[src/rtl/line_window_buf_pkg.sv]
`default_nettype none
// ============================================================================
//  Module      : line_window_buf_pkg
//  Description : Shared defaults, 3x3 window tap indices and FSM state
//                encoding for the raster line buffer / window generator.
//  Revision    : 1.0  initial release
// ============================================================================
package line_window_buf_pkg;

    // Default geometry of the convolution datapath
    localparam int DEF_DATA_W = 9;
    localparam int DEF_IMG_W  = 180;
    localparam int DEF_IMG_H  = 180;

    // Window tap indices, row-major, top-left first
    localparam int WIN_TL    = 0;
    localparam int WIN_TM    = 1;
    localparam int WIN_TR    = 2;
    localparam int WIN_ML    = 3;
    localparam int WIN_MC    = 4;
    localparam int WIN_MR    = 5;
    localparam int WIN_BL    = 6;
    localparam int WIN_BM    = 7;
    localparam int WIN_BR    = 8;
    localparam int WIN_TAPS  = 9;

    // Frame sequencing states
    typedef enum logic [1:0] {
        ST_FILL   = 2'd0,   // accepting row 0, nothing to emit yet
        ST_RUN    = 2'd1,   // accepting rows 1..IMG_H-1
        ST_PADCOL = 2'd2,   // one virtual right-pad column after each row
        ST_FLUSH  = 2'd3    // virtual bottom-pad row drains the last image row
    } lwb_state_t;

endpackage
`default_nettype wire

[src/rtl/line_window_buf_line_ram.sv]
`default_nettype none
// ============================================================================
//  Module      : line_ram
//  Description : One image line of storage; asynchronous read, synchronous
//                write, single shared address.
//  Revision    : 1.0  initial release
// ============================================================================
module line_ram #(
    parameter int DEPTH = 180,
    parameter int WIDTH = 9
) (
    input  logic                     clk,
    input  logic                     we,
    input  logic [$clog2(DEPTH)-1:0] addr,
    input  logic [WIDTH-1:0]         wdata,
    output logic [WIDTH-1:0]         rdata
);

    logic [WIDTH-1:0] r_mem [DEPTH];

    // Contents are never cleared; stale data is masked downstream
    always_ff @(posedge clk) begin
        if (we) begin
            r_mem[addr] <= wdata;
        end
    end

    assign rdata = r_mem[addr];

endmodule
`default_nettype wire

[src/rtl/line_window_buf.sv]
`default_nettype none
// ============================================================================
//  Module      : line_window_buf
//  Description : Raster line buffer producing one zero-padded 3x3 window per
//                image pixel. Two circular line RAMs hold the previous two
//                rows; a virtual pad column and pad row close each line/frame.
//  Revision    : 1.0  initial release
// ============================================================================
module line_window_buf
    import line_window_buf_pkg::*;
#(
    parameter int DATA_W = DEF_DATA_W,
    parameter int IMG_W  = DEF_IMG_W,
    parameter int IMG_H  = DEF_IMG_H
) (
    input  logic                      clk,
    input  logic                      reset,
    input  logic                      pushpixel,
    input  logic [DATA_W-1:0]         din,
    output logic                      in_ready,
    output logic [9*DATA_W-1:0]       win,
    output logic                      win_valid,
    output logic [$clog2(IMG_H)-1:0]  center_row,
    output logic [$clog2(IMG_W)-1:0]  center_col,
    output logic                      frame_done
);

    // Counters reach IMG_H (virtual pad row) and IMG_W (pad column)
    localparam int c_row_w = $clog2(IMG_H + 1);
    localparam int c_col_w = $clog2(IMG_W + 1);
    localparam int c_adr_w = $clog2(IMG_W);
    localparam int c_orw   = $clog2(IMG_H);
    localparam int c_ocw   = $clog2(IMG_W);

    localparam logic [c_row_w-1:0] c_last_row = c_row_w'(IMG_H - 1);
    localparam logic [c_row_w-1:0] c_row_one  = c_row_w'(1);
    localparam logic [c_col_w-1:0] c_last_col = c_col_w'(IMG_W - 1);
    localparam logic [c_col_w-1:0] c_pad_col  = c_col_w'(IMG_W);
    localparam logic [c_col_w-1:0] c_col_one  = c_col_w'(1);

    lwb_state_t          r_state, w_state_nxt;
    logic [c_row_w-1:0]  r_row, w_row_nxt;
    logic [c_col_w-1:0]  r_col, w_col_nxt;

    logic                w_in_ready;
    logic                w_slot;
    logic                w_pad;
    logic                w_emit;
    logic                w_last;
    logic [DATA_W-1:0]   w_x;
    logic [DATA_W-1:0]   w_lb0_rd;
    logic [DATA_W-1:0]   w_lb1_rd;
    logic [DATA_W-1:0]   r_win     [WIN_TAPS];
    logic [DATA_W-1:0]   w_win_nxt [WIN_TAPS];
    logic [DATA_W-1:0]   w_win_msk [WIN_TAPS];

    assign w_in_ready = (r_state == ST_FILL) || (r_state == ST_RUN);
    assign in_ready   = w_in_ready;
    // PADCOL/FLUSH cycles are slots by themselves; input is ignored there
    assign w_slot     = w_in_ready ? pushpixel : 1'b1;
    assign w_pad      = (r_col == c_pad_col);
    assign w_x        = w_in_ready ? din : '0;
    // Slot (r,c) centres on (r-1,c-1); row 0 or column 0 slots have no centre
    assign w_emit     = w_slot && (r_row != '0) && (r_col != '0);
    assign w_last     = w_slot && (r_state == ST_FLUSH) && w_pad;

    line_ram #(
        .DEPTH (IMG_W),
        .WIDTH (DATA_W)
    ) u_lb0 (
        .clk   (clk),
        .we    (w_slot && !w_pad),
        .addr  (c_adr_w'(r_col)),
        .wdata (w_x),
        .rdata (w_lb0_rd)
    );

    line_ram #(
        .DEPTH (IMG_W),
        .WIDTH (DATA_W)
    ) u_lb1 (
        .clk   (clk),
        .we    (w_slot && !w_pad),
        .addr  (c_adr_w'(r_col)),
        .wdata (w_lb0_rd),
        .rdata (w_lb1_rd)
    );

    // State and raster counters
    always_ff @(posedge clk or posedge reset) begin
        if (reset) begin
            r_state <= ST_FILL;
            r_row   <= '0;
            r_col   <= '0;
        end else begin
            r_state <= w_state_nxt;
            r_row   <= w_row_nxt;
            r_col   <= w_col_nxt;
        end
    end

    // Next-state: rows end in a pad column, the frame ends in a pad row
    always_comb begin
        w_state_nxt = r_state;
        w_row_nxt   = r_row;
        w_col_nxt   = r_col;
        case (r_state)
            ST_FILL, ST_RUN: begin
                if (pushpixel) begin
                    if (r_col == c_last_col) begin
                        w_col_nxt   = c_pad_col;
                        w_state_nxt = ST_PADCOL;
                    end else begin
                        w_col_nxt   = r_col + c_col_one;
                    end
                end
            end
            ST_PADCOL: begin
                w_row_nxt   = r_row + c_row_one;
                w_col_nxt   = '0;
                w_state_nxt = (r_row == c_last_row) ? ST_FLUSH : ST_RUN;
            end
            ST_FLUSH: begin
                if (w_pad) begin
                    w_state_nxt = ST_FILL;
                    w_row_nxt   = '0;
                    w_col_nxt   = '0;
                end else begin
                    w_col_nxt   = r_col + c_col_one;
                end
            end
            default: begin
                w_state_nxt = ST_FILL;
                w_row_nxt   = '0;
                w_col_nxt   = '0;
            end
        endcase
    end

    // Shift window left and append the new column (zero in the pad column)
    always_comb begin
        w_win_nxt[WIN_TL] = r_win[WIN_TM];
        w_win_nxt[WIN_TM] = r_win[WIN_TR];
        w_win_nxt[WIN_TR] = w_pad ? '0 : w_lb1_rd;
        w_win_nxt[WIN_ML] = r_win[WIN_MC];
        w_win_nxt[WIN_MC] = r_win[WIN_MR];
        w_win_nxt[WIN_MR] = w_pad ? '0 : w_lb0_rd;
        w_win_nxt[WIN_BL] = r_win[WIN_BM];
        w_win_nxt[WIN_BM] = r_win[WIN_BR];
        w_win_nxt[WIN_BR] = w_pad ? '0 : w_x;
    end

    // Zero the top row / left column at image edges; hides stale RAM data
    always_comb begin
        w_win_msk = w_win_nxt;
        if (r_row == c_row_one) begin
            w_win_msk[WIN_TL] = '0;
            w_win_msk[WIN_TM] = '0;
            w_win_msk[WIN_TR] = '0;
        end
        if (r_col == c_col_one) begin
            w_win_msk[WIN_TL] = '0;
            w_win_msk[WIN_ML] = '0;
            w_win_msk[WIN_BL] = '0;
        end
    end

    // Window shift register advances once per slot
    always_ff @(posedge clk or posedge reset) begin
        if (reset) begin
            for (int k = 0; k < WIN_TAPS; k++) begin
                r_win[k] <= '0;
            end
        end else if (w_slot) begin
            r_win <= w_win_nxt;
        end
    end

    // Registered outputs; window/centre hold between emitted windows
    always_ff @(posedge clk or posedge reset) begin
        if (reset) begin
            win        <= '0;
            win_valid  <= 1'b0;
            center_row <= '0;
            center_col <= '0;
            frame_done <= 1'b0;
        end else begin
            win_valid  <= w_emit;
            frame_done <= w_last;
            if (w_emit) begin
                for (int k = 0; k < WIN_TAPS; k++) begin
                    win[k*DATA_W +: DATA_W] <= w_win_msk[k];
                end
                center_row <= c_orw'(r_row - c_row_one);
                center_col <= c_ocw'(r_col - c_col_one);
            end
        end
    end

endmodule
`default_nettype wire
[config.mk]
export PLATFORM = sky130hd
export DESIGN_NAME = line_window_buf
export DESIGN_NICKNAME = d
export VERILOG_FILES = /design/src/rtl/line_window_buf_pkg.sv /design/src/rtl/line_window_buf_line_ram.sv /design/src/rtl/line_window_buf.sv
export SDC_FILE = /design/constraint.sdc
export NUM_CORES = 2
export LEC_CHECK = 0
export ABC_AREA = 1
export CORE_MARGIN = 2
export CORE_UTILIZATION = 25
export DETAILED_ROUTE_END_ITERATION = 12
export HOLD_SLACK_MARGIN = 0.12
export PLACE_DENSITY_LB_ADDON = 0.12
export REMOVE_ABC_BUFFERS = 1
export SLEW_MARGIN = 20
export SYNTH_ARGS = -nofsm -noshare
export SYNTH_HDL_FRONTEND = slang
export SYNTH_SLANG_ARGS = --single-unit
[constraint.sdc]
create_clock -name clk -period 14.08 [get_ports clk]
set_clock_uncertainty 0.05 [all_clocks]
set_input_delay 1.408 -clock clk [delete_from_list [all_inputs] [get_ports clk]]
set_output_delay 1.408 -clock clk [all_outputs]
set_load 0.005 [all_outputs]
==> run metrics <==
Arrival @ worst endpoint 7.53 ns; P per Cell Area 223 mW/mm^2; # hold bufs at CTS 0; RSZ-0062 raised after global routing false; Die W 760 microns; max cap viols 0; CP required 14.60 ns; sequential group share of total power 0.385; Core Util, Final 0.293; Clock Power Share 0.276; Max Fclk 0.143 GHz; clock slew at reported path FFs 0.06 ns; worst reg2reg startpoint r_col[0]$_DFFE_PP0P_; initial DRC count 6989; NumNets Final 13.7k; Synth Cell Area 0.143 sq mm; dpl cells 20.8k; num rows 277; Avg Inst Size Synth 10.6 sq um; Seq/Total Area, Yosys 0.711; DR DRC count 0; Ys Warns 0; Hold/Removal Path Class reg2reg; IO buf count 111; status finished, final reports clean; Worst setup endpoint u_lb1.r_mem[52][3]$_DFFE_PP_; slew margin rel. 0.229; slack of the critical path 7.07 ns; fin crit period 7.01 ns; number of synthesized register bits 3411; final hold vios 0; Post-synth ARST share 0.0501; Pleak 64.4 nW; global-route wire length before repair 722000 microns; gpl congestion 0.756; TritonCTS clock tree yes; setup_tns 0 ns; Peak VDD IR 543 uV; clk buf depth 4; final slew viol count 0; root buffer cell clkbuf_16; antenna-violating nets left 0; area share of the largest cell type after synthesis 0.681; most numerous cell in the Yosys netlist nand2_1; fill cell count 59.0k; crit-path max FO 95; Synth Flop Type edfxtp_1; Sw Pwr 0.0149 W; r2r endpoint u_lb1.r_mem[52][3]$_DFFE_PP_; CTS Sinks 3411; pre-CTS setup slack 6.87 ns; R2R setup slack 7.07 ns; Post-synth EDFFs 3240; Die Span Y 760 microns; Yosys cell types 30; H-tree Lvls 5; wire length per cell 23.6 microns; Setup Viol. Count Final 0; vias in the first global route 91.9k; layout cells sized above 1 0.0762; worst reg-to-reg path cell count 16; largest net degree at the start of global routing 151; io pins 112; die footprint 0.578 sq mm; Mapped Cells 13.5k; vias per cell 4.36; Area Overhead vs Synth 16.6%; Resize count post-CTS 0; worst-margin pin slew 1.16 ns; critical path launch point type flop; Initial Util 0.251; Post-CTS Setup Bufs 0; overall track demand over capacity in global routing 0.171; Int Pwr 0.0223 W; Finished Layout Cells 21.5k; Congestion Overflow GR 0; hpwl dp 287000 microns; initial antenna violation count 24; combinational share of power 0.339; Yosys top cell by area edfxtp_1; critical setup path kind reg2reg; cts bufs inserted 405; core area 0.569 sq mm; vias 93.9k; Hold Path Cell Cnt 2; hold slack 0.430 ns; clk_lat worst skew 1.04 ns; Worst Setup End Kind flop; ranking of synthesized cells by area edfxtp_1, nand2_1, nor2_1; Post-synth top cells nand2_1, edfxtp_1, nor2_1; Tcrit/Tclk final 0.498; sw frac 0.401; Setup crit start r_col[0]$_DFFE_PP0P_; Pre-Repair DR Iteration Count 6; Detailed Route WL 508000 microns
-- cells in the final DEF (no fill, tap or decap), types with 13 or more instances in the layout --
master,instances
clkbuf_1,102
o22ai_1,13
nor2_4,96
nand2_1,4727
clkdlybuf4s50_1,111
a21oi_1,25
nor2_2,68
clkinv_1,109
nand4_1,24
buf_12,31
inv_1,1113
clkinv_16,13
nor2_1,1616
o21ai_0,912
bufinv_16,21
clkinv_2,69
nor3_1,14
o21ai_1,160
dfrtp_1,168
edfxtp_1,3240
buf_4,283
nand3_1,557
clkbuf_16,409
-- final cells by class --
class / count / area [sq um] / share of cell area
diodes: 12 / 30.0 / 0.000180
clock buffers: 520 / 10700 / 0.0645
clock inverters: 228 / 2010 / 0.0121
inverters: 1126 / 4260 / 0.0255
multi-input cells: 8282 / 34600 / 0.208
flip-flops and latches: 3411 / 102000 / 0.610
well taps: 7533 / 9430 / 0.0566
repair buffers: 428 / 3920 / 0.0235
-- worst min path at each step --
stage / start / to
finish: win[65]$_DFFE_PP0P_ / win[65]$_DFFE_PP0P_
floorplan: r_win[55]$_DFFE_PP0N_ / r_win[55]$_DFFE_PP0N_
detailed placement: r_win[29]$_DFFE_PP0N_ / r_win[29]$_DFFE_PP0N_
CTS: r_win[29]$_DFFE_PP0N_ / r_win[29]$_DFFE_PP0N_
global route: r_win[35]$_DFFE_PP0N_ / r_win[35]$_DFFE_PP0N_
global placement: r_win[30]$_DFFE_PP0N_ / r_win[30]$_DFFE_PP0N_
-- through the flow --
step,power [W],area [sq um]
final,0.0372,167000
after detailed placement,0.0276,154000
after CTS,0.0379,167000
after floorplan,0.0226,139000
after global placement,0.0276,154000
after global routing,0.0390,167000
-- layer usage --
metal	wire, microns	global-route usage	vias to the layer above
li1	-	-	44700
met1	240000	0.240	47000
met2	239000	0.284	1686
met3	17900	0.0184	545
met4	10900	0.0350	0
met5	0	0	-
-- worst max-delay path, stage by stage, from the launching register on --
cell and delay [ns]:
dfrtp_4 0.71, buf_12 0.42, buf_12 0.46, buf_12 0.44, buf_4 0.68, nand2_1 0.11
nand3_1 0.12, nand2_1 0.06, nand2_1 0.05, nand2_1 0.10, nor2_1 0.23, nor2_1 0.06
nor2_1 0.71, nand2_1 0.33, nand2_1 0.21, nand3_4 0.64, buf_4 0.68
-- sequential cells by signal (all words and copies together) (netlist names) --
register and flops:
center_col 8, center_row 8, frame_done 1, r_col 8, r_row 8, r_state 2, r_win 54, u_lb0.r_mem 1620
u_lb1.r_mem 1620, win 81, win_valid 1
-- power groups by stage --
stage / Clock, W / Combinational (W) / Sequential [W]
floorplan: 0 / 0.00721 / 0.0154
global placement: 0 / 0.0131 / 0.0146
detailed placement: 0 / 0.0130 / 0.0146
CTS: 0.0105 / 0.0130 / 0.0143
global route: 0.0109 / 0.0138 / 0.0144
finish: 0.0103 / 0.0126 / 0.0143
-- cell families after synthesis --
logic type,synth area share
adder cells (fa/ha/maj),0.000788
flip-flops,0.711
buffers and inverters,0.0549
AND/OR/NAND/NOR,0.193
XOR/XNOR,0.000858
AO/OA/AOI/OAI,0.0399
No activity file was read; power rests on OpenSTA's default activity.
